File: src/rtl/screen_blitter.sv
// Streams one full-screen image (background ROM or solid fill) to vga_adapter, one pixel per clock.
// Optional: define BLIT_TRANSPARENT_EN to suppress plotting of pixels equal to TRANS_COLOUR.
module screen_blitter #(
  parameter int          WIDTH        = 160,
  parameter int          HEIGHT       = 120,
  parameter int          XW           = 8,
  parameter int          YW           = 7,
  parameter int          CW           = 3,
  parameter int          AW           = 15,
  parameter int          ROM_LAT      = 1,
  parameter logic [CW-1:0] TRANS_COLOUR = 3'b000
) (
  input  logic          clock,
  input  logic          reset,
  input  logic          iStart,
  input  logic [1:0]    iScreenSel,
  input  logic [CW-1:0] iFillColour,
  input  logic [CW-1:0] iRomData,
  output logic [AW-1:0] oRomAddr,
  output logic          oRomSel,
  output logic [XW-1:0] oX,
  output logic [YW-1:0] oY,
  output logic [CW-1:0] oColour,
  output logic          oPlot,
  output logic          oBusy,
  output logic          oDone
);

  typedef enum logic [1:0] {
    ST_IDLE  = 2'd0,
    ST_RUN   = 2'd1,
    ST_DRAIN = 2'd2,
    ST_DONE  = 2'd3
  } state_t;

  state_t          state_r;
  logic [XW-1:0]   x_r;
  logic [YW-1:0]   y_r;
  logic [AW-1:0]   addr_r;
  logic            fill_mode_r;
  logic [CW-1:0]   fill_r;
  logic            rom_sel_r;
  logic            busy_r;
  logic            done_r;

  logic [ROM_LAT-1:0] pipe_vld_r;
  logic [XW-1:0]      pipe_x_r [ROM_LAT];
  logic [YW-1:0]      pipe_y_r [ROM_LAT];

  logic            plot_r;
  logic [XW-1:0]   out_x_r;
  logic [YW-1:0]   out_y_r;
  logic [CW-1:0]   out_col_r;

  logic [CW-1:0]   pix_colour_s;
  logic            pix_plot_s;

  // Scan control: handshake, raster counters and linear ROM address.
  always_ff @(posedge clock) begin
    if (reset) begin
      state_r     <= ST_IDLE;
      x_r         <= '0;
      y_r         <= '0;
      addr_r      <= '0;
      fill_mode_r <= 1'b0;
      fill_r      <= '0;
      rom_sel_r   <= 1'b0;
      busy_r      <= 1'b0;
      done_r      <= 1'b0;
    end else begin
      case (state_r)
        ST_IDLE: begin
          if (iStart) begin
            fill_mode_r <= iScreenSel[1];
            fill_r      <= iFillColour;
            // The ROM select only moves for ROM screens so the ROM mux stays put during fills.
            if (!iScreenSel[1]) begin
              rom_sel_r <= iScreenSel[0];
            end
            x_r     <= '0;
            y_r     <= '0;
            addr_r  <= '0;
            busy_r  <= 1'b1;
            state_r <= ST_RUN;
          end
        end
        ST_RUN: begin
          if (x_r == XW'(WIDTH - 1)) begin
            if (y_r == YW'(HEIGHT - 1)) begin
              state_r <= ST_DRAIN;
            end else begin
              x_r    <= '0;
              y_r    <= y_r + YW'(1);
              addr_r <= addr_r + AW'(1);
            end
          end else begin
            x_r    <= x_r + XW'(1);
            addr_r <= addr_r + AW'(1);
          end
        end
        ST_DRAIN: begin
          if (pipe_vld_r == '0) begin
            done_r  <= 1'b1;
            state_r <= ST_DONE;
          end
        end
        ST_DONE: begin
          done_r  <= 1'b0;
          busy_r  <= 1'b0;
          state_r <= ST_IDLE;
        end
        default: begin
          state_r <= ST_IDLE;
        end
      endcase
    end
  end

  // Delay line matching the ROM read latency so coordinates line up with iRomData.
  always_ff @(posedge clock) begin
    if (reset) begin
      pipe_vld_r <= '0;
      for (int i = 0; i < ROM_LAT; i++) begin
        pipe_x_r[i] <= '0;
        pipe_y_r[i] <= '0;
      end
    end else begin
      pipe_vld_r[0] <= (state_r == ST_RUN);
      pipe_x_r[0]   <= x_r;
      pipe_y_r[0]   <= y_r;
      for (int i = 1; i < ROM_LAT; i++) begin
        pipe_vld_r[i] <= pipe_vld_r[i-1];
        pipe_x_r[i]   <= pipe_x_r[i-1];
        pipe_y_r[i]   <= pipe_y_r[i-1];
      end
    end
  end

  // Pixel colour source: latched fill colour or the ROM word for this pixel.
  always_comb begin
    pix_colour_s = '0;
    if (fill_mode_r) begin
      pix_colour_s = fill_r;
    end else begin
      pix_colour_s = iRomData;
    end
  end

`ifdef BLIT_TRANSPARENT_EN
  assign pix_plot_s = pipe_vld_r[ROM_LAT-1] && (pix_colour_s != TRANS_COLOUR);
`else
  logic trans_unused_s;
  assign trans_unused_s = ^TRANS_COLOUR;
  assign pix_plot_s     = pipe_vld_r[ROM_LAT-1];
`endif

  // Registered pixel output stage; coordinates and colour hold between pixels.
  always_ff @(posedge clock) begin
    if (reset) begin
      plot_r    <= 1'b0;
      out_x_r   <= '0;
      out_y_r   <= '0;
      out_col_r <= '0;
    end else begin
      plot_r <= pix_plot_s;
      if (pipe_vld_r[ROM_LAT-1]) begin
        out_x_r   <= pipe_x_r[ROM_LAT-1];
        out_y_r   <= pipe_y_r[ROM_LAT-1];
        out_col_r <= pix_colour_s;
      end
    end
  end

  assign oRomAddr = addr_r;
  assign oRomSel  = rom_sel_r;
  assign oX       = out_x_r;
  assign oY       = out_y_r;
  assign oColour  = out_col_r;
  assign oPlot    = plot_r;
  assign oBusy    = busy_r;
  assign oDone    = done_r;

endmodule

File: config.mk
export PLATFORM = sky130hd
export DESIGN_NAME = screen_blitter
export DESIGN_NICKNAME = d
export VERILOG_FILES = /design/src/rtl/screen_blitter.sv
export SDC_FILE = /design/constraint.sdc
export NUM_CORES = 1
export LEC_CHECK = 0
export BUFFER_PORTS_ARGS = -buffer_cell sky130_fd_sc_hd__buf_2
export CORE_MARGIN = 2
export CORE_UTILIZATION = 55
export CTS_CLUSTER_DIAMETER = 120
export DETAILED_ROUTE_END_ITERATION = 6
export GPL_ROUTABILITY_DRIVEN = 1
export GPL_TIMING_DRIVEN = 0
export HOLD_SLACK_MARGIN = 0.02
export PLACE_DENSITY = 0.76
export SLEW_MARGIN = 5
export SYNTH_ARGS = -nofsm -noshare
export SYNTH_HDL_FRONTEND = slang
export SYNTH_SLANG_ARGS = --single-unit
File: constraint.sdc
create_clock -name clock -period 2.1 [get_ports clock]
set_input_delay 0.63 -clock clock [delete_from_list [all_inputs] [get_ports clock]]
set_output_delay 0.63 -clock clock [all_outputs]
set_load 0.01 [all_outputs]
# Word level (Yosys, flattened, before mapping)
# Memories as Yosys holds them, arrays and structs flattened. A register that Yosys moved wholly into a read port is not among the register bits.
# Cells that the tools add are included.
# totals
output_inout_bits,37
input_bits,11
regBits,44
word_cells,71
mem_bits_rw,15
n_memories,2
# classes
n_reduce_logical,13
eq_ne,11
add_sub_neg,3
muxes,29
n_bitwise,1
# mem_list
name,words,word_bits,read_ports,rd_clocked_by_memory_dff,wr,line,rtl
pipe_x_r,1,8,1,1,1,47,logic [XW-1:0] pipe_x_r [ROM_LAT];
pipe_y_r,1,7,1,1,1,48,logic [YW-1:0] pipe_y_r [ROM_LAT];
# op_table
cell,count
$mux 15,3
$mux 8,4
$pmux 15 s2,1
$mux 7,4
$pmux 8 s2,1
$add 15x1->15 const B,1
$pmux 7 s2,1
$ne 2x2->1 const B,5
$add 8x1->8 const B,1
$eq 8x8->1 const B,1
$mux 2,4
$pmux 2 s4,1
$reduce_and 4->1,2
$reduce_or 8->1,1
$add 7x1->7 const B,1
$eq 7x7->1 const B,1
$mux 1,7
$reduce_or 7->1,1
$reduce_and 2->1,3
$reduce_and 3->1,2
$reduce_bool 2->1,3
$eq 2x2->1 const B,2
$pmux 1 s2,2
$mux 3,1
other kinds (4),4

# Depth between registers and ports, before layout
# Gate-level depths: netlist (run 1).
# depth
word_depth,4
depth_mapped,9
mapped_depth_nobuf,8

# Least setup slack after synthesis (run 1)
# OpenSTA, ideal clock, no wires.
# synth_path
path_type,input to register
start,input reset
end,register addr_r[12] (netlist: oRomAddr[12])
path_stages,7
t_required_ns,2.043
setup_time_ns,0.057
arrival_time_ns,1.701
slack_ns,0.341
path_cell_list,buf_2 > nand2b_1 > inv_1 > nand2_1 > or3b_1 > nor3_1 > a21o_1
# synth_rtl
element,line,rtl
start: declaration,14,"input logic reset,"
end signal: assignment,94,addr_r <= addr_r + AW'(1);
end signal: assignment,98,addr_r <= addr_r + AW'(1);
end: declaration,39,logic [AW-1:0] addr_r;

# Worst setup path after layout (run 1)
# layout_path
start,register x_r[0]
end,register addr_r[9] (netlist: oRomAddr[9])
# layout_via
elab_chain_len,3
# layout_rtl
element,line,rtl
start: declaration,37,logic [XW-1:0] x_r;
start signal: assignment,97,x_r <= x_r + XW'(1);
$eq 8x8->1 (*),88,if (x_r == XW'(WIDTH - 1)) begin
$ne 3x3->1 (no source line) or $mux 15 (tied branches),-,
$reduce_and 3->1 (no source line) or $pmux 15 s2 (tied branches),-,
# Mark *: on every way between the ends. The rest lies on a longest branch, timed or not.
# A chain may end at the register's enable or synchronous reset.

==> insert_results.sql, run 1 <==
INSERT INTO impl_metrics (metric_group, metric, value, unit) VALUES
('status', 'outcome', 'finished, final reports clean', ''),
('cells_and_area', 'finish.net_count', '435', ''),
('global_routing', 'gr-total-overflow', '0', ''),
('worst_setup_path', 'timing.critical_path.buf_inv', '0', ''),
('logic_synthesis', 'synth_enable_flop_cells', '0', ''),
('floorplanning', 'dieHeight', '80.6', 'um'),
('worst_setup_path', 'crit_path_cell_chain', 'ha_1 > and4_2 > nand4_1 > nand3_2 > or4_1 > o21ai_1', ''),
('logic_synthesis', 'synth_area_per_cell', '8.98', 'um^2'),
('clock_tree', 'tritoncts_clock_tree', 'yes', ''),
('clock_tree', 'cts_hold_buf', '0', ''),
('logic_synthesis', 'synth_top_cell_area_share', '0.460', ''),
('detailed_routing', 'postRouteAntennaNets', '0', ''),
('timing', 'relSlewSlack', '0.544', ''),
('logic_synthesis', 'synth_mux_area_frac', '0.0668', ''),
('timing', 'finalClockSkew', '0.00935', 'ns'),
('worst_setup_path', 'crit_path_launch', 'x_r[0]', ''),
('min_path', 'min-delay-path-class', 'register to register', ''),
('global_routing', 'grt.total_usage', '0.255', ''),
('clock_tree', 'clock_sink_count', '74', ''),
('logic_synthesis', 'synth_fp_nets', '377', ''),
('logic_synthesis', 'ys_dominant_reg_cell', 'sky130_fd_sc_hd__dfxtp_1', ''),
('placement', 'hpwl_after_detailed_placement', '5.27', 'mm'),
('logic_synthesis', 'synth_top_family_by_area', 'simple AND/OR/NAND/NOR gates', ''),
('pwr', 'power_density', '1130', 'mW/mm^2'),
('timing', 'final_setup_viols', '0', ''),
('logic_synthesis', 'asyncSetResetFlopFracSynth', '0', ''),
('timing', 'post-route-period-util', '0.949', ''),
('worst_setup_path', 'worst_ep_arrival_time', '2.27', 'ns'),
('timing', 'grt_setup_unrepaired', 'no', ''),
('global_routing', 'antenna_found_initial', '0', ''),
('logic_synthesis', 'yosysMostFrequentCell', 'sky130_fd_sc_hd__dfxtp_1', ''),
('cells_and_area', 'diodes', '0', ''),
('clock_tree', 'cts_buffers', '9', ''),
('timing', 'worst-slew-pin-transition', '0.685', 'ns'),
('logic_synthesis', 'simple_logic_cell_fraction_of_the_synthesized_area', '0.243', ''),
('cells_and_area', 'drive_above_1_share', '0.201', ''),
('worst_setup_path', 'critical-path-top-delay-family', 'simple AND/OR/NAND/NOR gates', ''),
('placement', 'pre_cts_slack', '0.0148', 'ns'),
('pwr', 'maximum_vdd_drop', '0.000835', 'V'),
('pwr', 'leakage', '1.52', 'nW'),
('timing', 'post-route-worst-setup-slack', '0.106', 'ns'),
('min_path', 'worst_hold_startpoint', 'fill_r[2]', ''),
('detailed_routing', 'dr.pass1.iters', '5', ''),
('logic_synthesis', 'synth_area_leader_cell', 'sky130_fd_sc_hd__dfxtp_1', ''),
('placement', 'buffer_ports.inserted', '46', ''),
('timing', 'fin_setup_tns', '0', 'ns'),
('logic_synthesis', 'synth-adder-area-share', '0.0272', ''),
('logic_synthesis', 'mappedNetlistArea', '0.00322', 'mm^2'),
('timing', 'holdWs', '0.461', 'ns'),
('logic_synthesis', 'synth_area_leaders', 'sky130_fd_sc_hd__dfxtp_1 (46%), sky130_fd_sc_hd__mux2i_1 (6.2%), sky130_fd_sc_hd__nor2_1 (4.8%), sky130_fd_sc_hd__a21oi_1 (4.2%), sky130_fd_sc_hd__nand2_1 (3.6%)', ''),
('global_routing', 'via_count_of_the_first_global_routing_pass', '2702', ''),
('worst_setup_path', 'cp_max_fo', '8', ''),
('floorplanning', 'std_cell_rows', '27', ''),
('worst_setup_path', 'critical-path-max-stage-delay', '0.51', 'ns'),
('worst_setup_path', 'crit_path_start_kind', 'register', ''),
('worst_setup_path', 'critical_path.reg2reg.startpoint', 'x_r[0]', ''),
('floorplanning', 'pin_count', '48', ''),
('detailed_routing', 'route.detailed.drc', '0', ''),
('floorplanning', 'horiz_die_dim', '80.6', 'um'),
('timing', 'slew_viol_final', '0', ''),
('logic_synthesis', 'synthXorXnorAreaFrac', '0', ''),
('floorplanning', 'core_area', '0.00557', 'mm^2'),
('detailed_routing', 'total_number_of_vias', '2885', ''),
('logic_synthesis', 'sequential_cell_area_fraction_in_the_yosys_report', '0.460', ''),
('placement', 'place.detailed.instances', '477', ''),
('run', 'drv_cap', '0', ''),
('clock_tree', 'clk-insertion-delay-late', '0.34', 'ns'),
('logic_synthesis', 'synthesis.instances', '359', ''),
('timing', 'period_minus_slack', '1.99', 'ns'),
('floorplanning', 'die_area', '0.00649', 'mm^2'),
('placement', 'place.gp.congestion', '0.897', '');
==> timing repair <==
action                                  4_1_cts  5_1_grt
gates resized for setup                       1        4
hold endpoints to repair                      0        0
endpoints found under the setup margin        1        8
pin swaps                                     0        0
cloned                                        0        0
buffers inserted                              0        1
==> worst min-delay path, stage by stage, from the launching register on <==
cell                      delay [ns]
sky130_fd_sc_hd__dfxtp_1        0.31
sky130_fd_sc_hd__nand2_1        0.05
sky130_fd_sc_hd__a21oi_1        0.05
==> worst paths after layout <==
check,end,slack (ns),cells past startpoint
setup reg to reg,oRomAddr[9],0.11,6
setup / recovery,oRomAddr[9],0.11,6
hold / removal,fill_r[2],0.46,2
hold reg to reg,fill_r[2],0.46,2
==> cells by family (layout without fill, tap and decap cells) <==
family                   count (synthesis)  after routing
AND/OR/NAND/NOR                        151            151
AO/OA/AOI/OAI                           81             81
flip-flops                              74             74
buffers and inverters                   25             88
multiplexers                            21             21
adder cells (fa/ha/maj)                  7              7
==> metal layers <==
layer / routed length, um / GRT usage / part of all wire / up-vias
met3: 431 / 0.0573 / 0.056 / 13
met2: 3820 / 0.430 / 0.49 / 97
met1: 3360 / 0.309 / 0.43 / 1368
met4: 153 / 0.112 / 0.020 / 0
li1: - / - / - / 1407
met5: 0 / 0 / 0 / -
==> registers in the layout, indices dropped and copies added, names as in the netlist <==
name and cells:
fill_mode_r 1, oBusy 1, oPlot 1, x_r 8, pipe_vld_r 1, y_r 7, pipe_y_r 7, oDone 1
oY 7, fill_r 3, state_r 2, oRomAddr 15, oX 8, oRomSel 1, pipe_x_r 8, oColour 3
==> cell type report <==
class | count | area [um^2]
plain buffers | 16 | 80.1
flip-flops and latches | 74 | 1480
inverters | 9 | 33.8
clock inverters | 6 | 114
multi-input cells | 260 | 1650
well taps | 72 | 90.1
repair buffers | 47 | 238
clock buffers | 10 | 138
fillers | 491 | 1750
==> power by group <==
group | switching, W | internal, W
registers | 0.0000816 | 0.00152
clock network | 0.000536 | 0.000823
logic | 0.000883 | 0.000484
==> stage by stage <==
| stage | util | area (um^2) |
|---|---|---|
| finish | 0.686 | 3820 |
| global route | 0.686 | 3820 |
| CTS | 0.682 | 3800 |
| detailed placement | 0.636 | 3540 |
| global placement | 0.636 | 3540 |
| floorplan | - | 3220 |
==> layout by cell type (no fill, tap or decap), types with 8 or more instances in the layout <==
| cell type | count |
|---|---|
| sky130_fd_sc_hd__nor2b_1 | 16 |
| sky130_fd_sc_hd__nand2_1 | 30 |
| sky130_fd_sc_hd__o21ai_0 | 12 |
| sky130_fd_sc_hd__nand3_1 | 16 |
| sky130_fd_sc_hd__clkbuf_8 | 10 |
| sky130_fd_sc_hd__clkbuf_1 | 9 |
| sky130_fd_sc_hd__mux2i_1 | 20 |
| sky130_fd_sc_hd__nor2_1 | 41 |
| sky130_fd_sc_hd__inv_1 | 9 |
| sky130_fd_sc_hd__dfxtp_1 | 74 |
| sky130_fd_sc_hd__a21oi_1 | 27 |
| sky130_fd_sc_hd__a31oi_1 | 8 |
| sky130_fd_sc_hd__buf_2 | 49 |
No activity file was read; power rests on OpenSTA's default activity.
==> inputs of run 2 (changes only) <==
--- a/config.mk
+++ b/config.mk
@@ -6,14 +6,16 @@
 export NUM_CORES = 1
 export LEC_CHECK = 0
 export BUFFER_PORTS_ARGS = -buffer_cell sky130_fd_sc_hd__buf_2
+export CELL_PAD_IN_SITES_DETAIL_PLACEMENT = 0
+export CELL_PAD_IN_SITES_GLOBAL_PLACEMENT = 2
 export CORE_MARGIN = 2
-export CORE_UTILIZATION = 55
+export CORE_UTILIZATION = 34
 export CTS_CLUSTER_DIAMETER = 120
 export DETAILED_ROUTE_END_ITERATION = 6
 export GPL_ROUTABILITY_DRIVEN = 1
 export GPL_TIMING_DRIVEN = 0
 export HOLD_SLACK_MARGIN = 0.02
-export PLACE_DENSITY = 0.76
+export PLACE_DENSITY = 0.77
 export SLEW_MARGIN = 5
 export SYNTH_ARGS = -nofsm -noshare
 export SYNTH_HDL_FRONTEND = slang
==> insert_results.sql, run 2 (synthesis gave the netlist of run 1 again) <==
INSERT INTO impl_metrics (metric_group, metric, value, unit) VALUES
('detailed_routing', 'detailedRoute.firstIterationViolations', '175', ''),
('worst_setup_path', 'cp_max_fo', '10', ''),
('floorplanning', 'initial_core_util', '0.349', ''),
('pwr', 'leakage', '1.51', 'nW'),
('timing', 'grt_setup_unrepaired', 'no', ''),
('detailed_routing', 'post_drt_wl_per_cell', '14.6', 'um'),
('clock_tree', 'cts_buffers', '9', ''),
('worst_setup_path', 'crit_type', 'register to register', ''),
('clock_tree', 'cts_max_path_buffers', '2', ''),
('pwr', 'power_density', '1060', 'mW/mm^2'),
('floorplanning', 'pin_count', '48', ''),
('cells_and_area', 'mostFrequentLayoutCells', 'sky130_fd_sc_hd__dfxtp_1 (73), sky130_fd_sc_hd__buf_2 (49), sky130_fd_sc_hd__nor2_1 (41), sky130_fd_sc_hd__nand2_1 (30), sky130_fd_sc_hd__a21oi_1 (27)', ''),
('pwr', 'design_power_total', '0.00412', 'W'),
('floorplanning', 'dieHeight', '101', 'um'),
('clock_tree', 'cts_hold_buf', '0', ''),
('cells_and_area', 'postLayoutCoreUtil', '0.420', ''),
('detailed_routing', 'via_per_inst', '4.96', ''),
('global_routing', 'grt_start_max_net_pins', '20', ''),
('floorplanning', 'die_area', '0.0103', 'mm^2'),
('pwr', 'maximum_vdd_drop', '0.000438', 'V'),
('global_routing', 'antenna_found_initial', '0', ''),
('status', 'outcome', 'finished, final reports clean', ''),
('worst_setup_path', 'crit_path_start_kind', 'register', ''),
('cells_and_area', 'layout.filler_cells', '955', ''),
('placement', 'pre_cts_slack', '-0.0235', 'ns'),
('timing', 'worst-slew-pin-transition', '0.680', 'ns'),
('clock_tree', 'clkTransAtPathRegs', '0.08', 'ns'),
('timing', 'post-route-worst-setup-slack', '0.147', 'ns'),
('clock_tree', 'cts_max_level', '3', ''),
('global_routing', 'wire_length_of_the_first_global_routing_pass', '13.6', 'mm'),
('clock_tree', 'clk_root_buffer_cell', 'sky130_fd_sc_hd__clkbuf_8', ''),
('worst_setup_path', 'worst-r2r-setup-slack', '0.15', 'ns'),
('timing', 'holdWs', '0.459', 'ns'),
('clock_tree', 'tritoncts_clock_tree', 'yes', ''),
('timing', 'slew_viol_final', '0', ''),
('global_routing', 'gr-total-overflow', '0', ''),
('floorplanning', 'core_area', '0.00924', 'mm^2'),
('timing', 'finalClockSkew', '0.00741', 'ns'),
('worst_setup_path', 'worst_ep_arrival_time', '2.21', 'ns'),
('placement', 'dpl_cell_area', '0.00361', 'mm^2'),
('timing', 'max_clock_freq', '512', 'MHz'),
('cells_and_area', 'area_growth', '20.5', '%'),
('floorplanning', 'horiz_die_dim', '101', 'um'),
('cells_and_area', 'drive_above_1_share', '0.216', ''),
('timing', 'final_setup_viols', '0', ''),
('cells_and_area', 'design_area', '0.00388', 'mm^2'),
('detailed_routing', 'route.detailed.drc', '0', ''),
('clock_tree', 'clk-insertion-delay-late', '0.34', 'ns'),
('placement', 'buffer_ports.inserted', '46', ''),
('cells_and_area', 'finish.net_count', '439', ''),
('placement', 'place.gp.congestion', '0.837', ''),
('placement', 'hpwl_after_detailed_placement', '5.75', 'mm'),
('worst_setup_path', 'crit_path_end_kind', 'register', ''),
('run', 'drv_cap', '0', ''),
('cells_and_area', 'diodes', '0', ''),
('cells_and_area', 'final_common_cell', 'sky130_fd_sc_hd__dfxtp_1', ''),
('timing', 'relSlewSlack', '0.547', ''),
('detailed_routing', 'total_number_of_vias', '2755', ''),
('min_path', 'min-delay-path-class', 'register to register', ''),
('timing', 'period_minus_slack', '1.95', 'ns'),
('timing', 'post-route-period-util', '0.930', ''),
('detailed_routing', 'finalWirelength', '8.09', 'mm'),
('timing', 'final-hold-violation-count', '0', ''),
('global_routing', 'via_count_of_the_first_global_routing_pass', '2564', ''),
('detailed_routing', 'dr.pass1.iters', '4', ''),
('global_routing', 'grt.total_usage', '0.171', ''),
('floorplanning', 'std_cell_rows', '35', ''),
('clock_tree', 'clock_sink_count', '74', ''),
('detailed_routing', 'postRouteAntennaNets', '0', ''),
('cells_and_area', 'largest_register_ff_count', '15', ''),
('worst_setup_path', 'cp.required', '2.35', 'ns');
[run 2: cell types whose count changed in the layout (fill, tap and decap cells not counted), sizes merged]
| cell | delta |
|---|---|
| buf | +5 |
| bufinv | -2 |
| clkbuf | -1 |
| clkinv | +2 |
| clkinvlp | -1 |
| inv | +1 |
[run 2: what timing repair did]
item,in CTS,in global routing
resized for setup,1,7
cloned,0,0
endpoints found under the setup margin,2,16
pin swaps,0,3
setup buffers,0,6
[run 2: layout make-up]
type	instances	area, um^2	share of cell area
tap	129	161	0.0416
timing repair buffer	52	275	0.0709
buffer	15	75.1	0.0193
clock inverter	6	65.1	0.0168
sequential	74	1480	0.382
clock buffer	10	128	0.0329
multi-input combinational	260	1660	0.428
inverter	9	33.8	0.00870
[run 2: critical path: stages (launching register included)]
cell and delay [ns]:
sky130_fd_sc_hd__dfxtp_1 0.37, sky130_fd_sc_hd__inv_1 0.09, sky130_fd_sc_hd__ha_1 0.20, sky130_fd_sc_hd__buf_4 0.18, sky130_fd_sc_hd__mux2_4 0.29, sky130_fd_sc_hd__nand2_2 0.15
sky130_fd_sc_hd__a21oi_4 0.24, sky130_fd_sc_hd__a21oi_1 0.10, sky130_fd_sc_hd__a311oi_1 0.25
[run 2: path summary, 6_finish.rpt]
| path | startpoint | end | cells after the start |
|---|---|---|---|
| max | state_r[0] | oRomAddr[7] | 8 |
| min | fill_r[2] | fill_r[2] | 2 |
| max reg2reg | state_r[0] | oRomAddr[7] | 8 |
| min reg2reg | fill_r[2] | fill_r[2] | 2 |
[run 2: per-stage QoR]
step,cells,setup TNS [ns]
3_3_place_gp,534,-0.0550
2_1_floorplan,359,0
3_5_place_dp,534,-0.0279
5_1_grt,555,0
4_1_cts,549,0
6_report,555,0
[run 2: layer usage]
metal / up-vias / part of all wire / GRT usage
met5: - / 0 / 0
li1: 1405 / - / -
met3: 10 / 0.046 / 0.0297
met1: 1282 / 0.49 / 0.239
met4: 0 / 0.015 / 0.0624
met2: 58 / 0.45 / 0.263
[run 2: power breakdown]
part | internal, W | switching [W]
Clock | 0.000551 | 0.000541
Sequential | 0.00151 | 0.0000798
Combinational | 0.000534 | 0.000896
